**config.mk**
```make
export PLATFORM = sky130hd
export DESIGN_NAME = mult_mat_seq_flat
export DESIGN_NICKNAME = d
export VERILOG_FILES = /design/src/rtl/mult_mat_seq_if.sv /design/src/rtl/mult_mat_seq.sv /design/src/flat_wrapper.sv
export SDC_FILE = /design/constraint.sdc
export NUM_CORES = 1
export LEC_CHECK = 0
export BUFFER_PORTS_ARGS = -buffer_cell sky130_fd_sc_hd__buf_2
export CORE_UTILIZATION = 25
export CTS_CLUSTER_DIAMETER = 50
export DETAILED_ROUTE_END_ITERATION = 10
export SLEW_MARGIN = 10
export SYNTH_ARGS = -nofsm -noshare
export SYNTH_HDL_FRONTEND = slang
export SYNTH_SLANG_ARGS = --single-unit
```
**constraint.sdc**
```tcl
create_clock -name clk -period 3.6 [get_ports clk]
set_input_delay 0.36 -clock clk [delete_from_list [all_inputs] [get_ports clk]]
set_output_delay 0.36 -clock clk [all_outputs]
set_load 0.05 [all_outputs]
```
**src/rtl/mult_mat_seq_if.sv**
```systemverilog
// rtl/mult_mat_seq_if.sv - handshake and matrix bus for the sequential matrix multiplier
interface mult_mat_seq_if #(
  parameter int M    = 2,
  parameter int K    = 3,
  parameter int N    = 3,
  parameter int W    = 1,
  parameter int MODE = 0
);
  localparam int RW = (MODE == 0) ? W : 2 * W + $clog2(K);

  logic                clk_enable;
  logic                start;
  logic [M*K*W-1:0]    matriz_A;
  logic [K*N*W-1:0]    matriz_B;
  logic [M*N*RW-1:0]   matriz_resultado;
  logic                busy;
  logic                done;

  modport master (
    output clk_enable, start, matriz_A, matriz_B,
    input  matriz_resultado, busy, done
  );

  modport slave (
    input  clk_enable, start, matriz_A, matriz_B,
    output matriz_resultado, busy, done
  );
endinterface

```
**src/rtl/mult_mat_seq.sv**
```systemverilog
// rtl/mult_mat_seq.sv - sequential R = A x B with one MAC per enabled clock
// Loop order is k innermost, then j, then i; results publish all at once on the last MAC.
module mult_mat_seq #(
  parameter int M    = 2,
  parameter int K    = 3,
  parameter int N    = 3,
  parameter int W    = 1,
  parameter int MODE = 0
) (
  input  logic          clk,
  input  logic          rst_n,
  mult_mat_seq_if.slave bus
);
  localparam int RW = (MODE == 0) ? W : 2 * W + $clog2(K);
  localparam int IW = (M > 1) ? $clog2(M) : 1;
  localparam int JW = (N > 1) ? $clog2(N) : 1;
  localparam int KW = (K > 1) ? $clog2(K) : 1;

  localparam logic [IW-1:0] I_LAST = IW'(M - 1);
  localparam logic [JW-1:0] J_LAST = JW'(N - 1);
  localparam logic [KW-1:0] K_LAST = KW'(K - 1);

  typedef enum logic {
    IDLE = 1'b0,
    CALC = 1'b1
  } state_t;

  state_t              state, state_next;
  logic [M*K*W-1:0]    a_q;
  logic [K*N*W-1:0]    b_q;
  logic [IW-1:0]       i_q;
  logic [JW-1:0]       j_q;
  logic [KW-1:0]       k_q;
  logic [RW-1:0]       acc_q;
  logic [M*N*RW-1:0]   shadow_q;
  logic [M*N*RW-1:0]   res_q;
  logic                busy_q;
  logic                done_q;

  logic                accept;
  logic                mac_en;
  logic                k_last;
  logic                j_last;
  logic                i_last;
  logic                last_mac;
  logic                busy_next;
  logic                done_next;
  logic [W-1:0]        a_el;
  logic [W-1:0]        b_el;
  logic [RW-1:0]       prod;
  logic [RW-1:0]       acc_base;
  logic [RW-1:0]       acc_next;
  logic [M*N*RW-1:0]   shadow_next;

  assign k_last   = (k_q == K_LAST);
  assign j_last   = (j_q == J_LAST);
  assign i_last   = (i_q == I_LAST);
  assign last_mac = i_last && j_last && k_last;

  always_comb begin
    a_el = a_q[(int'(i_q) * K + int'(k_q)) * W +: W];
    b_el = b_q[(int'(k_q) * N + int'(j_q)) * W +: W];
  end

  // A fresh element starts from zero, so the accumulator needs no clearing between elements
  assign acc_base = (k_q == '0) ? '0 : acc_q;

  generate
    if (MODE == 0) begin : g_gf2
      assign prod     = RW'(a_el & b_el);
      assign acc_next = acc_base ^ prod;
    end else begin : g_int
      logic [2*W-1:0] mul;
      assign mul      = {{W{1'b0}}, a_el} * {{W{1'b0}}, b_el};
      assign prod     = RW'(mul);
      assign acc_next = acc_base + prod;
    end
  endgenerate

  always_comb begin
    shadow_next = shadow_q;
    if (k_last) begin
      shadow_next[(int'(i_q) * N + int'(j_q)) * RW +: RW] = acc_next;
    end
  end

  always_comb begin
    state_next = state;
    busy_next  = busy_q;
    done_next  = 1'b0;
    accept     = 1'b0;
    mac_en     = 1'b0;
    case (state)
      IDLE: begin
        if (bus.start) begin
          accept     = 1'b1;
          busy_next  = 1'b1;
          state_next = CALC;
        end
      end
      CALC: begin
        mac_en = 1'b1;
        if (last_mac) begin
          busy_next  = 1'b0;
          done_next  = 1'b1;
          state_next = IDLE;
        end
      end
      default: state_next = IDLE;
    endcase
  end

  always_ff @(posedge clk or negedge rst_n) begin
    if (!rst_n) begin
      state <= IDLE;
    end else if (bus.clk_enable) begin
      state <= state_next;
    end
  end

  always_ff @(posedge clk or negedge rst_n) begin
    if (!rst_n) begin
      a_q      <= '0;
      b_q      <= '0;
      i_q      <= '0;
      j_q      <= '0;
      k_q      <= '0;
      acc_q    <= '0;
      shadow_q <= '0;
      res_q    <= '0;
      busy_q   <= 1'b0;
      done_q   <= 1'b0;
    end else if (bus.clk_enable) begin
      busy_q <= busy_next;
      done_q <= done_next;
      if (accept) begin
        a_q   <= bus.matriz_A;
        b_q   <= bus.matriz_B;
        i_q   <= '0;
        j_q   <= '0;
        k_q   <= '0;
        acc_q <= '0;
      end else if (mac_en) begin
        acc_q    <= acc_next;
        shadow_q <= shadow_next;
        if (k_last) begin
          k_q <= '0;
          if (j_last) begin
            j_q <= '0;
            i_q <= i_last ? '0 : i_q + 1'b1;
          end else begin
            j_q <= j_q + 1'b1;
          end
        end else begin
          k_q <= k_q + 1'b1;
        end
        // The visible result only ever changes here, so it holds the previous run throughout CALC
        if (last_mac) begin
          res_q <= shadow_next;
        end
      end
    end
  end

  assign bus.matriz_resultado = res_q;
  assign bus.busy             = busy_q;
  assign bus.done             = done_q;
endmodule

```
**src/flat_wrapper.sv**
```systemverilog
// flat-port wrapper written by rule: the top's interface ports become plain ports
module mult_mat_seq_flat 
#(
  parameter int M    = 2,
  parameter int K    = 3,
  parameter int N    = 3,
  parameter int W    = 1,
  parameter int MODE = 0
)
  (clk, rst_n, bus_clk_enable, bus_start, bus_matriz_A, bus_matriz_B, bus_matriz_resultado, bus_busy, bus_done);
  mult_mat_seq_if #(.M(M), .K(K), .N(N), .W(W), .MODE(MODE)) bus_i ();
  input  logic clk;
  input  logic rst_n;
  input wire logic [$bits(bus_i.clk_enable)-1:0] bus_clk_enable;
  input wire logic [$bits(bus_i.start)-1:0] bus_start;
  input wire logic [$bits(bus_i.matriz_A)-1:0] bus_matriz_A;
  input wire logic [$bits(bus_i.matriz_B)-1:0] bus_matriz_B;
  output wire logic [$bits(bus_i.matriz_resultado)-1:0] bus_matriz_resultado;
  output wire logic [$bits(bus_i.busy)-1:0] bus_busy;
  output wire logic [$bits(bus_i.done)-1:0] bus_done;
  assign bus_i.clk_enable = bus_clk_enable;
  assign bus_i.start = bus_start;
  assign bus_i.matriz_A = bus_matriz_A;
  assign bus_i.matriz_B = bus_matriz_B;
  assign bus_matriz_resultado = bus_i.matriz_resultado;
  assign bus_busy = bus_i.busy;
  assign bus_done = bus_i.done;
  mult_mat_seq #(.M(M), .K(K), .N(N), .W(W), .MODE(MODE)) u_core (.clk(clk), .rst_n(rst_n), .bus(bus_i));
endmodule
```
Yosys cells after proc, flatten, opt, wreduce, memory -nomap -nowiden
Cells that the tools add are included.

cells by class
  shift operators = 4
  bitwise logic cells = 4
  mux-type cells = 27
  $mul = 2
  eq/ne operators = 4
  reduce and logical (&&, ||, !) cells = 13
  add/sub/neg operators = 7

operators by type and width
  operator                                                                 count
  32-bit by 3-bit adder with 32-bit output                                 3
  32-bit negator with 33-bit output                                        1
  1-bit by 33-bit variable shift with 6-bit output (first input constant)  1
  1-bit by 33-bit variable part select with 6-bit output                   1
  6-bit by 32-bit variable part select with 1-bit output                   1
  9-bit by 32-bit variable part select with 1-bit output                   1
  1-bit 2-to-1 mux                                                         16
  2-bit 2-to-1 mux                                                         7
  3-bit AND reduction                                                      3
  4-bit AND reduction                                                      2
  6-bit bitwise mux                                                        1
  6-bit 2-to-1 mux                                                         1
  2-bit nonzero test                                                       3
  2-bit by 1-bit adder with 2-bit output (second input constant)           2
  2-bit equality test (second input constant)                              2
  2-bit by 2-bit multiplier with 4-bit output (second input constant)      1
  2-bit inequality test (second input constant)                            2
  1-bit one-hot mux with 2 select lines                                    2
  2-bit AND reduction                                                      2
  1-bit by 2-bit multiplier with 3-bit output (second input constant)      1
  1-bit logical AND                                                        2
  2-bit zero test                                                          1
  1-bit inverter                                                           2
  1-bit adder (second input constant)                                      1
  2 further kinds                                                          2

storage, ports and cells
  input port bits = 19
  output and inout port bits = 8
  register bits = 36

Longest topological paths before layout
Gate-level depths: netlist of run 1.

  depth in word-level cells = 8
  gate-level depth with buffers = 11
  depth with buffers taken out = 11

Least setup slack after synthesis of run 1
OpenSTA, ideal clock, no wires.

  path type = register to register
  from = register u_core.i_q (netlist: u_core.i_last)
  to = register u_core.res_q[2] (netlist: u_core.bus.matriz_resultado[2])
  required time = 3.467 ns
  path buffers = 0
  setup time = 0.133 ns
  period minus slack after synthesis = 2.851 ns
  arrival time = 2.718 ns
  slack = 0.749 ns
  stages on the path, launching flop included = 12
  cells stage by stage = dfrtp_1 > ha_1 > fa_1 > inv_1 > ha_1 > ha_1 > nand2b_1 > nor4b_1 > nand2_1 > and3_1 > a21oi_1 > o31ai_4

on the way
  longest elaborated chain between the ends = 8

ends and longest elaborated chain
  element                                                                                    RTL line             source
  start, declared                                                                            mult_mat_seq.sv:31   logic [IW-1:0] i_q;
  start signal, assigned                                                                     mult_mat_seq.sv:150  i_q <= i_last ? '0 : i_q + 1'b1;
  parallel branches: the longest is 8 deep, another holds 32-bit negator with 33-bit output  --
  end signal, assigned                                                                       mult_mat_seq.sv:159  res_q <= shadow_next;
  end, declared                                                                              mult_mat_seq.sv:36   logic [M*N*RW-1:0] res_q;

Parallel ways; which one is timed is not known.
A chain may end at the register's enable or synchronous reset.

Final worst setup path of run 1
Same ends and word-level chain as after synthesis.

==> results of run 1 <==
sequential cells by signal (all words and copies together) (netlist names):
signal and cells:
u_core.a_q 6, u_core.acc_q 1, u_core.b_q 9, u_core.bus.busy 1, u_core.bus.done 1, u_core.bus.matriz_resultado 6
u_core.i_last 1, u_core.j_q 2, u_core.k_q 2, u_core.shadow_q 6, u_core.state 1
critical path, stage by stage, from the launching register on:
cell and delay, ns:
dfrtp_1 0.48, ha_1 0.25, fa_1 0.50, inv_1 0.04, ha_1 0.17, ha_1 0.31, nand2b_1 0.09, nor4b_1 0.36
nand2_1 0.21, and3_1 0.22, a21oi_1 0.20, o31ai_4 0.10
final timing paths:
kind	from	end	slack [ns]
max in group asynchronous	rst_n	u_core.b_q[8]	2.90
worst max register to register	u_core.i_last	u_core.bus.matriz_resultado[2]	0.54
worst min register to register	u_core.shadow_q[3]	u_core.shadow_q[3]	0.48
min in group clk	bus_matriz_A[1]	u_core.a_q[1]	0.30
worst min-delay path	rst_n	u_core.bus.matriz_resultado[2]	0.17
worst max-delay path	u_core.i_last	u_core.bus.matriz_resultado[2]	0.54
cell families (layout without fill, tap and decap cells):
| logic type | count (synthesis) | in the layout |
|---|---|---|
| xor gates and xnor gates | 2 | 2 |
| adders and majority gates | 13 | 13 |
| AOI/OAI and AO/OA | 37 | 37 |
| muxes | 22 | 22 |
| buffers and inverters | 19 | 48 |
| DFF | 36 | 36 |
| and+or+nand+nor | 48 | 48 |
power by group:
group	total (W)	switching, W	internal [W]
logic	0.00104	0.000556	0.000480
clock network	0.000353	0.000148	0.000205
registers	0.000661	0.000111	0.000551
total	0.00205	0.000815	0.00124
routing by layer:
layer	up-vias	wire length [microns]	part of all wire [%]	global-route usage, %
met5	-	0	0	0
li1	692	-	-	-
met1	680	1900	50	13.2
met4	0	31	0.81	3.57
met3	2	177	4.6	3.37
met2	35	1710	45	15.8
metrics by stage:
step           setup WS [ns]  util [%]  hold slack, ns  instance area, sq um
2_1_floorplan          0.749         -          0.0644                  1980
3_3_place_gp           0.635      28.8           0.458                  2210
3_5_place_dp           0.559      28.8           0.465                  2210
4_1_cts                0.535      30.2           0.204                  2320
5_1_grt                0.251      30.2           0.237                  2320
6_report               0.537      30.2           0.171                  2320
area by class of cell:
class	instances	area, sq um	area share [%]
Clock buffer	5	68.8	2.96
Clock inverter	3	42.5	1.83
Inverter	13	48.8	2.10
Multi-Input combinational cell	122	996	42.9
Sequential cell	36	901	38.8
Tap cell	102	128	5.50
Timing Repair Buffer	27	138	5.93
cells in the final DEF (no fill, tap or decap), types with 2 or more instances in the layout:
cell type,instances
a21oi_1,13
a22o_1,3
a32o_1,2
and3_1,5
buf_2,26
clkbuf_8,5
dfrtp_1,36
fa_1,3
ha_1,10
inv_1,13
mux2_2,16
mux2i_1,3
mux4_2,3
nand2_1,11
nand2b_1,3
nand3_1,5
nand4_1,2
nor2_1,10
nor2b_1,2
nor3b_1,3
o21ai_0,9
o31ai_1,3
o31ai_2,3
==> flow_summary.toml, run 1 <==
[outcome]
status = "complete, no violations"

[synth]
ys_seq_area_share_pct = 45.6
ys.flop_type = "dfrtp_1"
synth-edff-count = 0
ys_seq_elements = 36
synth_mux_area_share_pct = 14.1
synthDominantCellAreaShare_pct = 45.6
synth-adder-area-share_pct = 9.37
synth.top_cells.by_area = "dfrtp_1, mux2_2, ha_1"
synth_top_family_by_area = "multiplexers"
syn_area_sq_um = 1980
synth_most_common_cell = "dfrtp_1"
synthTopCellsByCount = "dfrtp_1, mux2_2, a21oi_1, inv_1, nand2_1"
synthSimpleGateAreaFrac_pct = 12.9
yosys.area.top_type = "dfrtp_1"
synthesis.nets = 209
yosysWarnings = 0
synth_xor_area_share_pct = 0.887
synthCells = 177
async_flop_share_pct = 100
synth_cell_type_count = 37
syn_area_per_cell_sq_um = 11.2
synth_compound_area_share_pct = 13.2

[floorplan]
ios = 27
core-area_sq_um = 7690
die-width_microns = 90.9
die_height_microns = 90.9
dieArea_sq_um = 8260
placement_rows = 32
start_util_pct = 25.7

[pwr]
ir_drop_uv = 348
leakage_nw = 1.07
p_per_area_nw_per_um2 = 883
finalPower_w = 0.00205

[global_routing]
gr-total-overflow = 0
grt_pass1_wl_microns = 6600
antenna_found_initial = 0
grt_max_degree = 37
grt_pass1_vias = 1401
track_usage_pct = 10.2

[timing]
finalHoldViolCount = 0
max_slew.worst_pin.slew_ns = 0.829
rsz0062_at_grt = "no"
setup_viol = 0
fin_crit_sh_pct = 85.1
max_freq_ghz = 0.326
slew_violations = 0
slew_headroom_pct = 44.7
fin_skew_ns = 0.00385
tns_ns = 0
period_needed_ns = 3.06

[critical_path]
cp.required_ns = 3.76
path_max_fanout = 8
reg2regPathDepth = 11
start_kind = "register"
end_kind = "register"
arrival_ns = 3.22
path_class = "register to register"

[placement]
dpl.hpwl_microns = 2790
portBuffers = 26
gp_congestion = 0.788
numPlacedInstances = 300

[routing]
vias = 1409
antenna_left = 0
wl_per_cell_microns = 12.4
first_pass_iters = 4
drt_wl_total_microns = 3820
drc_errors = 0
via_per_inst = 4.57
drt_iter0_drc = 41

[final_layout]
drive_above_1_share_pct = 29.1
areaGrowthSynthToFinish_pct = 17.5
nNetsFinal = 237
fillers = 835
fin_cells = 308
insertedDiodeCount = 0

[clock_tree]
clock_latency_ns = 0.28
ctsResizeCount = 0
numCtsBuffers = 5
cts_tree = "done"
htree_levels = 2
clk_pin_slew_ns = 0.08
clock_path_buffers = 2
cts_hold_buf = 0
cts.sinks = 36
cts_setup_buffers = 0
clk_root_buffer_cell = "clkbuf_8"

[min_path]
holdCritPathClass = "input port to async pin"

[flow_run]
cap_violations = 0
Note: power is estimated with default switching activity, not from simulation.
==> inputs of run 2 (changes only) <==
- ABC_AREA: unset -> 1
- SLEW_MARGIN: 10 -> 20
==> run 2 against run 1 <==
Wire length rose by 4.5%. Power rose by 12%. Sequential share of layout area fell by 1.5 points. Clock skew barely moved. Largest power group unchanged. Sequential power rose by 0.8%.
==> flow_summary.toml, run 2 <==
[clock_tree]
cts.sinks = 36
numCtsBuffers = 5
clk_pin_slew_ns = 0.07
clock_path_buffers = 2
cts_tree = "done"
clk_root_buffer_cell = "clkbuf_8"
cts_setup_buffers = 0
htree_levels = 2
clock_latency_ns = 0.29
ctsResizeCount = 0
cts_hold_buf = 0

[timing]
setup_viol = 0
tns_ns = 0
max_freq_ghz = 0.380
holdWs_ns = 0.162
fin_crit_sh_pct = 73.0
fin_skew_ns = 0.00427
rsz0062_at_grt = "no"
finalHoldViolCount = 0
max_slew.worst_pin.slew_ns = 0.798
period_needed_ns = 2.63
slew_headroom_pct = 46.8
slew_violations = 0

[global_routing]
track_usage_pct = 10.3
gr-total-overflow = 0
antenna_found_initial = 0
use_met1_pct = 13.7
use_met3_pct = 1.71
grt_pass1_wl_microns = 7220
grt_max_degree = 37
use_met2_pct = 16.9
top_usage_layer = "met2"
grt_pass1_vias = 1648

[synth]
synthCells = 252
synth-adder-area-share_pct = 8.87
async_flop_share_pct = 100
ys.flop_type = "dfrtp_1"
ys_seq_area_share_pct = 43.1
synth_top_family_by_area = "simple AND/OR/NAND/NOR gates"
synthDominantCellAreaShare_pct = 43.1
synthesis.nets = 284
yosysWarnings = 0
synth_xor_area_share_pct = 0
yosys.area.top_type = "dfrtp_1"
synth-edff-count = 0
syn_area_per_cell_sq_um = 8.29
synth.top_cells.by_area = "dfrtp_1, nand2_1, inv_1"
synthSimpleGateAreaFrac_pct = 27.6
syn_area_sq_um = 2090
synthTopCellsByCount = "nand2_1, inv_1, dfrtp_1"
synth_most_common_cell = "nand2_1"
synth_mux_area_share_pct = 7.01
ys_seq_elements = 36
synth_compound_area_share_pct = 5.39
synth_cell_type_count = 26

[critical_path]
reg2reg_from = "u_core.i_last"
r2r_slack_ns = 0.97
path_class = "register to register"
start_kind = "register"
path_max_fanout = 5
arrival_ns = 2.86
cp.required_ns = 3.83
r2r-end = "u_core.bus.matriz_resultado[2]"
end_kind = "register"
reg2regPathDepth = 12

[routing]
via_per_inst = 4.30
wl_per_cell_microns = 10.4
drt_wl_total_microns = 3990
vias = 1657
drt_iter0_drc = 86
antenna_left = 0
drc_errors = 0
first_pass_iters = 4

[final_layout]
insertedDiodeCount = 0
fin_cells = 385
nNetsFinal = 315
final_cell_mix = "nand2_1, inv_1, dfrtp_1"
drive_above_1_share_pct = 22.6
mostFrequentLayoutCell = "nand2_1"
fillers = 857
areaGrowthSynthToFinish_pct = 15.6
largest_reg_flops = 9
top_register = "u_core.b_q"

[min_path]
holdCritPathClass = "input port to async pin"

[floorplan]
core-area_sq_um = 7890
die-width_microns = 93.4
ios = 27
start_util_pct = 26.5
die_height_microns = 93.4
dieArea_sq_um = 8720
placement_rows = 32

[flow_run]
cap_violations = 0

[placement]
portBuffers = 26
numPlacedInstances = 378
dpl.hpwl_microns = 3100
gp_congestion = 0.798

[pwr]
leakage_nw = 1.27
ir_drop_uv = 285
p_per_area_nw_per_um2 = 949

[outcome]
status = "complete, no violations"
[run 2: cell count changes after synthesis, moves of 4 or more]
cell	previous run	this run
nor2_1	10	14
and3_1	5	0
nand3_1	5	20
nand2_1	11	72
inv_1	13	39
nand3_2	0	5
a21oi_1	13	6
clkbuf_1	4	0
[run 2: cells by family (layout without fill, tap and decap cells)]
kind of cell / after synthesis / after routing
and+or+nand+nor: 126 / 126
buffers and inverters: 44 / 75
DFF: 36 / 36
AOI/OAI and AO/OA: 20 / 20
adders and majority gates: 13 / 13
muxes: 13 / 13
[run 2: per-stage QoR]
step	setup WS [ns]	area [sq um]	power (W)	util, %
floorplan	1.19	2090	0.00176	-
global placement	1.08	2340	0.00201	29.6
detailed placement	1.00	2340	0.00204	29.6
CTS	0.980	2410	0.00232	30.6
global route	0.787	2410	0.00254	30.6
finish	0.971	2410	0.00229	30.6
[run 2: report_power, final]
part	internal [W]	switching, W
logic	0.000497	0.000856
clock network	0.000132	0.000139
registers	0.000568	0.0000981
[run 2: worst max-delay path by stage]
stage	from	to	slack (ns)	cells after the start
2_1_floorplan	u_core.i_last	u_core.bus.matriz_resultado[2]	1.19	12
3_3_place_gp	u_core.k_q[0]	u_core.shadow_q[1]	1.08	16
3_5_place_dp	u_core.i_last	u_core.bus.matriz_resultado[2]	1.0	12
4_1_cts	u_core.i_last	u_core.bus.matriz_resultado[2]	0.98	12
5_1_grt	u_core.i_last	u_core.bus.matriz_resultado[2]	0.79	12
6_report	u_core.i_last	u_core.bus.matriz_resultado[2]	0.97	12
[run 2: per-layer routing]
metal	part of all wire, %	routed length, microns
met1	49	1970
met4	1.1	43
met2	47	1850
met3	2.9	117
met5	0	0
[run 2: worst max-delay path, cell delays in order, from the launching register on]
cell     delay [ns]
dfrtp_1        0.44
ha_1           0.23
fa_1           0.47
inv_1          0.05
ha_1           0.18
ha_1           0.21
inv_1          0.16
nand3_1        0.15
nor3_1         0.35
nand3_2        0.12
o21ai_2        0.08
nand2_1        0.07
nand2_1        0.06
[run 2: layout make-up]
cell class / count / area (sq um) / share of cell area, %
multi-input cells: 172 / 1020 / 42.3
repair buffers: 26 / 130 / 5.39
clock inverters: 1 / 5.00 / 0.207
clock buffers: 6 / 72.6 / 3.01
well taps: 102 / 128 / 5.29
flip-flops and latches: 36 / 901 / 37.3
inverters: 42 / 158 / 6.53
==> inputs of run 3 (changes only) <==
- clock period: 3.6 -> 2.2 ns (I/O delays scaled with it)
==> run 3 against run 2 <==
The run now ends with negative setup slack left. Clock-buffer cell count increased by 2. Sequential cell count is the same. Power rose by 100%. Critical path depth unchanged. Sequential share of layout area is 4.1 points lower. Wire length grew 11%. Combinational power increased by 130%. First-iteration DRC count shrank 10%. Cell count rose by 4.9%. Cell area is 12% higher. Critical endpoint is now u_core.shadow_q[3].
==> flow_summary.toml, run 3 (same netlist as run 2, synthesis figures left out) <==
[routing]
via_per_inst = 4.28
drc_errors = 0
drt_wl_total_microns = 4440
wl_per_cell_microns = 11.0
first_pass_iters = 4
drt_iter0_drc = 77
antenna_left = 0
vias = 1729

[clock_tree]
htree_levels = 2
numCtsBuffers = 5
clk_root_buffer_cell = "clkbuf_8"
cts.sinks = 36
cts_tree = "done"
clock_path_buffers = 2
clock_latency_ns = 0.29
cts_hold_buf = 0
clk_pin_slew_ns = 0.07

[critical_path]
end_kind = "register"
arrival_ns = 2.56
setup.worst_path.start = "u_core.j_q[0]"
start_kind = "register"
path_class = "register to register"
path_max_fanout = 3
cp.required_ns = 2.43
r2r_slack_ns = -0.13
reg2regPathDepth = 12
reg2reg_from = "u_core.j_q[0]"

[placement]
dpl.hpwl_microns = 3260
gp_congestion = 0.819
numPlacedInstances = 388
dpl-instance-area_sq_um = 2480
portBuffers = 26

[timing]
slew_headroom_pct = 44.7
max_slew.worst_pin.slew_ns = 0.830
fin_skew_ns = 0.00441
tns_ns = -1.06
max_freq_ghz = 0.429
setup_ws_ns = -0.130
fin_crit_sh_pct = 106
period_needed_ns = 2.33
setup_viol = 12
rsz0062_at_grt = "yes"
slew_violations = 0
finalHoldViolCount = 0

[final_layout]
largest_reg_flops = 9
nNetsFinal = 333
fillers = 805
insertedDiodeCount = 0
mostFrequentLayoutCell = "nand2_1"
top_register = "u_core.b_q"
final_cell_mix = "nand2_1, dfrtp_1, inv_1"
fin_cells = 404
final_cell_area_sq_um = 2710
drive_above_1_share_pct = 37.1
fin_util_pct = 34.4
areaGrowthSynthToFinish_pct = 30.0

[floorplan]
placement_rows = 32
dieArea_sq_um = 8720
core-area_sq_um = 7890
die_height_microns = 93.4
ios = 27
start_util_pct = 26.5
die-width_microns = 93.4

[global_routing]
gr-total-overflow = 0
track_usage_pct = 11.4
grt_pass1_wl_microns = 7850
antenna_found_initial = 0
grt_pass1_vias = 1770
grt_max_degree = 37

[pwr]
p_clk_share_pct = 10.5
ir_drop_uv = 600
swShare_pct = 47.2
p_per_area_nw_per_um2 = 1720
leakage_nw = 1.36
power_frac_seq_pct = 23.1
comb_power_share_pct = 66.3
cellInternalPower_w = 0.00246
p_sw_w = 0.00220

[min_path]
holdCritPathClass = "input port to async pin"

[outcome]
violations = "negative setup slack"
status = "finished with violations"

[flow_run]
cap_violations = 0
-- run 3: final timing paths --
check,to
worst max-delay path,u_core.shadow_q[3]
worst min-delay path,u_core.bus.matriz_resultado[3]
worst max register to register,u_core.shadow_q[3]
worst min register to register,u_core.bus.matriz_resultado[2]
max in group asynchronous,u_core.b_q[4]
min in group clk,u_core.b_q[2]
-- run 3: repair_timing --
action	CTS	global route
pin swaps	10	6
gates resized for setup	15	10
setup endpoints to repair	13	13
setup buffers	6	2
-- run 3: metal layers --
metal | track usage, % | vias to the layer above | part of all wire (%)
li1 | - | 893 | -
met1 | 14.1 | 814 | 48
met2 | 19.5 | 18 | 48
met3 | 2.44 | 4 | 2.6
met4 | 4.23 | 0 | 1.5
met5 | 0 | - | 0
-- run 3: critical path, stage by stage (launching register included) --
cell     delay [ns]
dfrtp_1        0.41
ha_2           0.20
fa_1           0.49
inv_2          0.05
ha_4           0.16
ha_4           0.28
nand3_4        0.11
nor2_4         0.13
inv_2          0.07
nor2_4         0.11
or2_4          0.14
nand3_2        0.05
nand2_1        0.07
-- run 3: layout make-up --
| class | count | area [sq um] | area share [%] |
|---|---|---|---|
| Tap cell | 102 | 128 | 4.70 |
| Inverter | 42 | 158 | 5.81 |
| Timing Repair Buffer | 44 | 265 | 9.77 |
| Clock buffer | 8 | 90.1 | 3.32 |
| Multi-Input combinational cell | 172 | 1170 | 43.2 |
| Sequential cell | 36 | 901 | 33.2 |
-- run 3: stage by stage --
stage	total power, W	setup WS (ns)	hold slack, ns
floorplan	0.00303	-0.0188	-0.0756
global placement	0.00359	-0.147	0.376
detailed placement	0.00364	-0.187	0.378
CTS	0.00452	-0.107	0.0634
global route	0.00506	-0.246	0.0977
finish	0.00466	-0.130	0.0215
-- run 3: power by group through the flow --
stage	Clock [W]	Combinational (W)	Sequential (W)
detailed placement	0	0.00254	0.00110
CTS	0.000510	0.00293	0.00108
global route	0.000540	0.00341	0.00111
finish	0.000490	0.00309	0.00108
global placement	0	0.00250	0.00109
floorplan	0	0.00182	0.00121
